--- src/rtl/bus_xfer_ctrl_pkg.sv ---
// Shared constants, state encoding and request type for the bus transfer controller.
// Also holds the request legality rule used when a request is accepted.
package bus_xfer_ctrl_pkg;

    localparam int NREGS_DEF  = 16;
    localparam int DATA_W_DEF = 32;
    localparam int SEL_W      = 4;
    localparam int CNT_W      = 8;

    localparam logic [2:0] ST_IDLE  = 3'd0;
    localparam logic [2:0] ST_DRIVE = 3'd1;
    localparam logic [2:0] ST_WRITE = 3'd2;
    localparam logic [2:0] ST_DONE  = 3'd3;
    localparam logic [2:0] ST_ERR   = 3'd4;

    typedef struct packed {
        logic             imm;
        logic [SEL_W-1:0] src;
        logic [SEL_W-1:0] dst;
    } req_t;

    // The source index only matters on the register path; the immediate path ignores it.
    function automatic logic req_legal(input req_t r, input int nregs);
        logic [SEL_W:0] lim;
        logic           dst_ok;
        logic           src_ok;
        lim    = (SEL_W+1)'(nregs);
        dst_ok = ({1'b0, r.dst} < lim);
        src_ok = ({1'b0, r.src} < lim) && (r.src != r.dst);
        return dst_ok && (r.imm || src_ok);
    endfunction

endpackage

--- src/rtl/bus_xfer_ctrl_onehot_dec.sv ---
// Binary-index to one-hot decoder with a global enable.
module onehot_dec #(
    parameter int N     = 16,
    parameter int SEL_W = 4
) (
    input  logic             i_en,
    input  logic [SEL_W-1:0] i_sel,
    output logic [N-1:0]     o_onehot
);

    genvar gi;
    generate
        for (gi = 0; gi < N; gi++) begin : g_bit
            assign o_onehot[gi] = i_en && (i_sel == SEL_W'(gi));
        end
    endgenerate

endmodule

--- src/rtl/bus_xfer_ctrl.sv ---
// Single-transfer bus controller: one source drives the bus for two cycles while
// the destination register is write-enabled in the second cycle.
module bus_xfer_ctrl
    import bus_xfer_ctrl_pkg::*;
#(
    parameter int NREGS  = NREGS_DEF,
    parameter int DATA_W = DATA_W_DEF
) (
    input  logic              clock,
    input  logic              clear,
    input  logic              start,
    input  logic              imm_sel,
    input  logic [SEL_W-1:0]  src_sel,
    input  logic [SEL_W-1:0]  dst_sel,
    input  logic [DATA_W-1:0] imm_data,
    output logic [NREGS-1:0]  reg_out,
    output logic [NREGS-1:0]  reg_in,
    output logic              temp_out,
    output logic [DATA_W-1:0] temp_data,
    output logic              busy,
    output logic              done,
    output logic              err,
    output logic [CNT_W-1:0]  xfer_count
);

    logic [2:0]        r_state;
    logic [2:0]        w_state_next;
    req_t              r_req;
    req_t              w_req_in;
    logic              w_legal;
    logic [DATA_W-1:0] r_temp_data;
    logic [CNT_W-1:0]  r_count;
    logic              w_src_phase;
    logic              w_accept;

    assign w_req_in = '{imm: imm_sel, src: src_sel, dst: dst_sel};
    assign w_legal  = req_legal(w_req_in, NREGS);
    assign w_accept = (r_state == ST_IDLE) && start;

    always_comb begin
        w_state_next = r_state;
        case (r_state)
            ST_IDLE:  if (start) w_state_next = w_legal ? ST_DRIVE : ST_ERR;
            ST_DRIVE: w_state_next = ST_WRITE;
            ST_WRITE: w_state_next = ST_DONE;
            ST_DONE:  w_state_next = ST_IDLE;
            ST_ERR:   w_state_next = ST_IDLE;
            default:  w_state_next = ST_IDLE;
        endcase
    end

    always_ff @(posedge clock) begin
        if (clear) begin
            r_state     <= ST_IDLE;
            r_req       <= '0;
            r_temp_data <= '0;
            r_count     <= '0;
        end else begin
            r_state <= w_state_next;
            if (w_accept) begin
                r_req       <= w_req_in;
                r_temp_data <= imm_data;
            end
            // Count is committed as DONE is left; the 8-bit add wraps naturally.
            if (r_state == ST_DONE) begin
                r_count <= r_count + 1'b1;
            end
        end
    end

    assign w_src_phase = (r_state == ST_DRIVE) || (r_state == ST_WRITE);

    onehot_dec #(.N(NREGS), .SEL_W(SEL_W)) u_src_dec (
        .i_en     (w_src_phase && !r_req.imm),
        .i_sel    (r_req.src),
        .o_onehot (reg_out)
    );

    onehot_dec #(.N(NREGS), .SEL_W(SEL_W)) u_dst_dec (
        .i_en     (r_state == ST_WRITE),
        .i_sel    (r_req.dst),
        .o_onehot (reg_in)
    );

    assign temp_out   = w_src_phase && r_req.imm;
    assign temp_data  = r_temp_data;
    assign busy       = (r_state != ST_IDLE);
    assign done       = (r_state == ST_DONE);
    assign err        = (r_state == ST_ERR);
    assign xfer_count = r_count;

endmodule

--- config.mk ---
export PLATFORM = sky130hd
export DESIGN_NAME = bus_xfer_ctrl
export DESIGN_NICKNAME = d
export VERILOG_FILES = /design/src/rtl/bus_xfer_ctrl_pkg.sv /design/src/rtl/bus_xfer_ctrl_onehot_dec.sv /design/src/rtl/bus_xfer_ctrl.sv
export SDC_FILE = /design/constraint.sdc
export NUM_CORES = 1
export LEC_CHECK = 0
export CAP_MARGIN = 30
export CORE_UTILIZATION = 42
export DETAILED_ROUTE_END_ITERATION = 7
export PLACE_DENSITY = 0.81
export RECOVER_POWER = 100
export SLEW_MARGIN = 10
export SYNTH_ARGS = -nofsm -noshare
export SYNTH_HDL_FRONTEND = slang
export SYNTH_SLANG_ARGS = --single-unit
--- constraint.sdc ---
create_clock -name clock -period 3.8 [get_ports clock]
set_clock_uncertainty 0.15 [all_clocks]
set_input_delay 0.76 -clock clock [delete_from_list [all_inputs] [get_ports clock]]
set_output_delay 0.76 -clock clock [all_outputs]
set_load 0.01 [all_outputs]
## Word level (Yosys, flattened, before mapping)

Cells that the tools add are included.
Widths: inputs -> output; s select.

- Register bits: 52
- Bits of input ports: 44
- Output and inout port bits: 76
- Logic and storage cells: 88

- Add/subtract/negate cells: 1
- Eq/ne operators: 36
- Muxes and demuxes: 3
- Reductions and logical operators: 42

Operator list:

| kind | count |
|---|---|
| $eq 4x4->1 const B | 16 |
| $logic_and 1x1->1 | 35 |
| $eq 4x3->1 const B | 8 |
| $eq 4x2->1 const B | 4 |
| $pmux 3 s3 | 1 |
| $add 8x1->8 const B | 1 |
| $eq 4x1->1 const B | 2 |
| $logic_not 4->1 | 2 |
| $eq 3x2->1 const B | 2 |
| $mux 3 | 2 |
| $ne 4x4->1 | 1 |
| $eq 3x1->1 const B | 1 |
| $eq 3x3->1 const B | 1 |
| $logic_not 3->1 | 1 |
| $reduce_bool 3->1 | 1 |
| $logic_or 1x1->1 | 2 |
| $ne 2x2->1 const B | 1 |
| $logic_not 1->1 | 1 |

## Longest topological paths before layout

- Word-level depth: 5
- Gate-level depth with buffers: 6
- Depth with buffers taken out: 4

## By module

A second synthesis with hierarchy kept.

- Cells, all modules: 291
- Area, all modules: 2,252.2 sq um

Modules (own cells, without submodules):

| module | instances | cells an instance | area an instance (sq um) | seq. area each (sq um) |
|---|---|---|---|---|
| bus_xfer_ctrl | 1 | 245 | 2,016.9 | 1,041.0 |
| onehot_dec | 2 | 23 | 117.6 | 0.0 |

## Least setup slack after synthesis

No wires, ideal clock.

- Path type: reg2out
- Start point: reg r_state[1]
- End point: out reg_out[1]
- Arrival: 1.281 ns
- Required time: 2.890 ns
- Path slack: 1.609 ns
- Stages on the path, launching flop included: 5
- Buffers on the path: 1
- Cells stage by stage: dfxtp_1 buf_2 xor2_1 nand4b_1 nor3_1

- Cells in the longest elaborated chain, start to end: 4
- Elaborated cells between the ends (all ways): 5
- Classes of those cells: 2 x eq/ne; 3 x reduce/logical

Ends and longest elaborated chain:

| item | line | text |
|---|---|---|
| start: declaration | bus_xfer_ctrl.sv:26 | `logic [2:0] r_state;` |
| start signal: assignment | bus_xfer_ctrl.sv:59 | `r_state <= w_state_next;` |
| $eq 3x1->1 or $eq 3x2->1 (tied branches) | bus_xfer_ctrl.sv:71 | `assign w_src_phase = (r_state == ST_DRIVE) \|\| (r_state == ST_WRITE);` |
| $logic_or 1x1->1 (*) | bus_xfer_ctrl.sv:71 |  |
| $logic_and 1x1->1 (*) | bus_xfer_ctrl.sv:74 | `.i_en (w_src_phase && !r_req.imm),` |
| $logic_and 1x1->1 (*) | bus_xfer_ctrl_onehot_dec.sv:14 | `assign o_onehot[gi] = i_en && (i_sel == SEL_W'(gi));` |
| end: declaration | bus_xfer_ctrl.sv:16 | `output logic [NREGS-1:0] reg_out,` |

Every way passes the cells marked *; elsewhere a longest branch is shown, timed or not.

## Worst setup path in the final report

- Start point: reg r_state[0]
- End point: out reg_out[1]

Same word-level chain as after synthesis.

==> results.sh <==
export IMPL_period_share_pct=85.9
export IMPL_cp_num_buf_inv=1
export IMPL_fill_cells=470
export IMPL_syn_area_um2=2260
export IMPL_drc_errors=0
export IMPL_grt_max_degree=53
export IMPL_rrSetupSlack_ps=1170
export IMPL_drtAntennaViolNets=0
export IMPL_cts_setup_buffers=0
export IMPL_r2r_end="temp_data[0]"
export IMPL_antenna_found_initial=0
export IMPL_drt_iter0_drc=62
export IMPL_critPathMaxStageDelay_ps=640
export IMPL_ys_types=29
export IMPL_cts_made_buffers=5
export IMPL_cts_clk_slew_worst_paths_ps=100
export IMPL_ys_warn_count=0
export IMPL_power_frac_clock_pct=30.8
export IMPL_cp_startpoint="r_state[0]"
export IMPL_drt_wl_total_mm=5.97
export IMPL_cts_num_sinks=52
export IMPL_required_ps=2890
export IMPL_max_slew_margin_pct=3.90
export IMPL_p_switching_mw=0.343
export IMPL_dp_cells=467
export IMPL_die_w_um=75.4
export IMPL_cts_tree="done"
export IMPL_cts_buffer_depth=2
export IMPL_firstDrtPassIters=4
export IMPL_cp_max_fo=10
export IMPL_syn_inst=295
export IMPL_vias=2336
export IMPL_multi_input_area_um2=1080
export IMPL_setup_viol=0
export IMPL_ctsHoldBuffers=0
export IMPL_cp_slowest_cell="dlygate4sd3_1"
export IMPL_endpoint="reg_out[1]"
export IMPL_io_pins=120
export IMPL_final_cells=476
export IMPL_power_density_nw_per_um2=353
export IMPL_cellLeakagePower_nw=1.50
export IMPL_first_global_vias=2014
export IMPL_rsz0062_at_grt="false"
export IMPL_crit_family="buffers and inverters"
export IMPL_period_minus_slack_ps=3270
export IMPL_crit_type="flop to primary output"
export IMPL_regToRegStartpoint="r_state[2]"
export IMPL_synth_nets=340
export IMPL_slew_violations=0
export IMPL_port_buffer_count=119
export IMPL_overflow=0
export IMPL_max_slew_worst_pin_slew_ps=1440
export IMPL_sw_frac_of_total_pct=27.4
export IMPL_layout_nets=450
export IMPL_core_um2=5140
export IMPL_viasPerCell=4.91
export IMPL_seq_area_frac_synth_pct=46.0
export IMPL_die_y_um=75.4
export IMPL_worst_skew_pair_late_latency_ps=300
export IMPL_cp_start_kind="flop"
export IMPL_ir_drop_uv=258
export IMPL_h_tree_depth=2
export IMPL_worstPathArrival_ps=2360
export IMPL_tns_ps=0
export IMPL_critPathCaptureType="primary output"
export IMPL_avgSynthCellArea_um2=7.66
export IMPL_post_drt_wl_per_cell_um=12.5
export IMPL_start_util_pct=44.0
export IMPL_synth_seq_cells=52
export IMPL_cellInternalPower_mw=0.908
export IMPL_gr_usage_all_layers_pct=20.7
export IMPL_synth_area_leader_cell="dfxtp_1"
export IMPL_core_rowCount=26
export IMPL_gp_congestion=0.763
export IMPL_areaGrowthSynthToFinish_pct=56.6
export IMPL_dp_hpwl_mm=4.28
export IMPL_rr_worst_depth=4
export IMPL_power_frac_seq_pct=48.9
export IMPL_die_area_um2=5680
export IMPL_synth_top_cell_area_share_pct=46.0
export IMPL_power_frac_comb_pct=20.3
export IMPL_register_area_um2=1040
export IMPL_n_antenna_cell=0
export IMPL_min_path_type="flop to flop"
export IMPL_hold_viol=0
export IMPL_cts_resized=0
export IMPL_path_depth=4
export IMPL_clock_fmax_ghz=0.306
export IMPL_drive_gt1_share_pct=2.71
export IMPL_cts_root_buf="clkbuf_8"
export IMPL_synthTopCellsByArea="dfxtp_1 (46%), nand2_1 (15%), a21oi_1 (10%)"
export IMPL_grt_pass1_wl_mm=9.04
export IMPL_max_cap_violations=0
export IMPL_outcome="finished clean"
export IMPL_crit_path_cell_trace="xor2_1, nand4b_1, nor3_1, dlygate4sd3_1"
[final cells by class]
type                    instances  area share, %
clock buffers                   5           1.94
clock inverters                 3           1.31
inverters                       1          0.106
multi-input cells             222           30.6
flip-flops and latches         52           29.4
well taps                      70           2.47
repair buffers                123           34.1
[layout by cell type, fill, tap and decap left out, types with 2 or more instances in the layout]
cell type         n
nand2_1          88
dlygate4sd3_1    76
dfxtp_1          52
a21oi_1          47
clkdlybuf4s50_1  42
nor2_1           32
nor3_1           10
xor2_1            7
clkbuf_8          5
or3_1             4
nand2b_1          4
nor3b_1           3
nand3_1           3
nand4b_1          3
nand4_1           3
o21ai_0           3
or4_1             3
clkbuf_1          3
nor2b_1           2
o31ai_1           2
buf_4             2
[synthesized netlist by cell type]
| master | number |
|---|---|
| or4_1 | 3 |
| nand2_1 | 88 |
| buf_1 | 2 |
| and3b_1 | 1 |
| a21oi_1 | 47 |
| buf_6 | 6 |
| and3_1 | 1 |
| nand4_1 | 3 |
| nand3_1 | 3 |
| nand4bb_1 | 1 |
| nor2_1 | 32 |
| nor3b_1 | 3 |
| o21ai_0 | 3 |
| nand2b_1 | 4 |
| ha_1 | 1 |
| o31ai_1 | 2 |
| inv_1 | 1 |
| nor4b_2 | 1 |
| or4b_1 | 1 |
| clkbuf_1 | 6 |
| mux2i_1 | 1 |
| nand4b_1 | 3 |
| xor2_1 | 7 |
| nand3b_4 | 1 |
| nor3_1 | 10 |
| nor2b_1 | 2 |
| or3_1 | 4 |
| buf_2 | 6 |
| dfxtp_1 | 52 |
[metrics by stage]
stage	power (mW)	utilization, %	hold slack, ps	instance area, um2	setup WS (ps)
3_3_place_gp	0.891	66.9	291	3440	1000
4_1_cts	1.28	69.1	310	3550	520
3_5_place_dp	0.896	66.9	295	3440	862
6_report	1.25	68.9	306	3540	534
5_1_grt	1.32	68.9	325	3540	283
2_1_floorplan	0.763	-	295	2260	1610
[power groups by stage]
stage	clock network, mW	logic [mW]	registers, mW
after floorplan	0	0.136	0.627
after global placement	0	0.267	0.624
after detailed placement	0	0.270	0.627
after CTS	0.395	0.271	0.614
after global routing	0.417	0.281	0.619
final	0.385	0.254	0.611
[worst min path at each step]
stage	startpoint	depth (start not counted)	end	slack, ps
CTS	temp_data[17]	2	temp_data[17]	310
finish	temp_data[23]	2	temp_data[23]	310
floorplan	r_req[0]	2	r_req[0]	290
global placement	temp_data[5]	2	temp_data[5]	290
detailed placement	temp_data[17]	2	temp_data[17]	300
global route	temp_data[10]	2	temp_data[10]	320
[routing by layer]
layer  part of all wire, %  track usage [%]
met1                    43             25.1
met2                    49             36.8
met3                   7.2             5.82
met4                  0.65             3.70
met5                     0                0
[worst reg2reg max path, delay by kind of cell, from the launching register on]
kind | cells | cell delay [ps]
AO/OA/AOI/OAI | 1 | 200
buffers and inverters | 1 | 1060
flip-flops | 1 | 570
AND/OR/NAND/NOR | 2 | 570
[cells by family after synthesis]
| group | after synthesis | synth area share, % |
|---|---|---|
| AOI/OAI and AO/OA | 52 | 11.7 |
| xor gates and xnor gates | 7 | 2.71 |
| adders and majority gates | 1 | 0.553 |
| buffers and inverters | 21 | 5.81 |
| DFF | 52 | 46.0 |
| muxes | 1 | 0.443 |
| and+or+nand+nor | 161 | 32.7 |
[registers in the layout (all words and copies together) (netlist names)]
register / flops
temp_data: 32
r_req: 9
xfer_count: 8
r_state: 3
No activity file was read; power rests on OpenSTA's default activity.
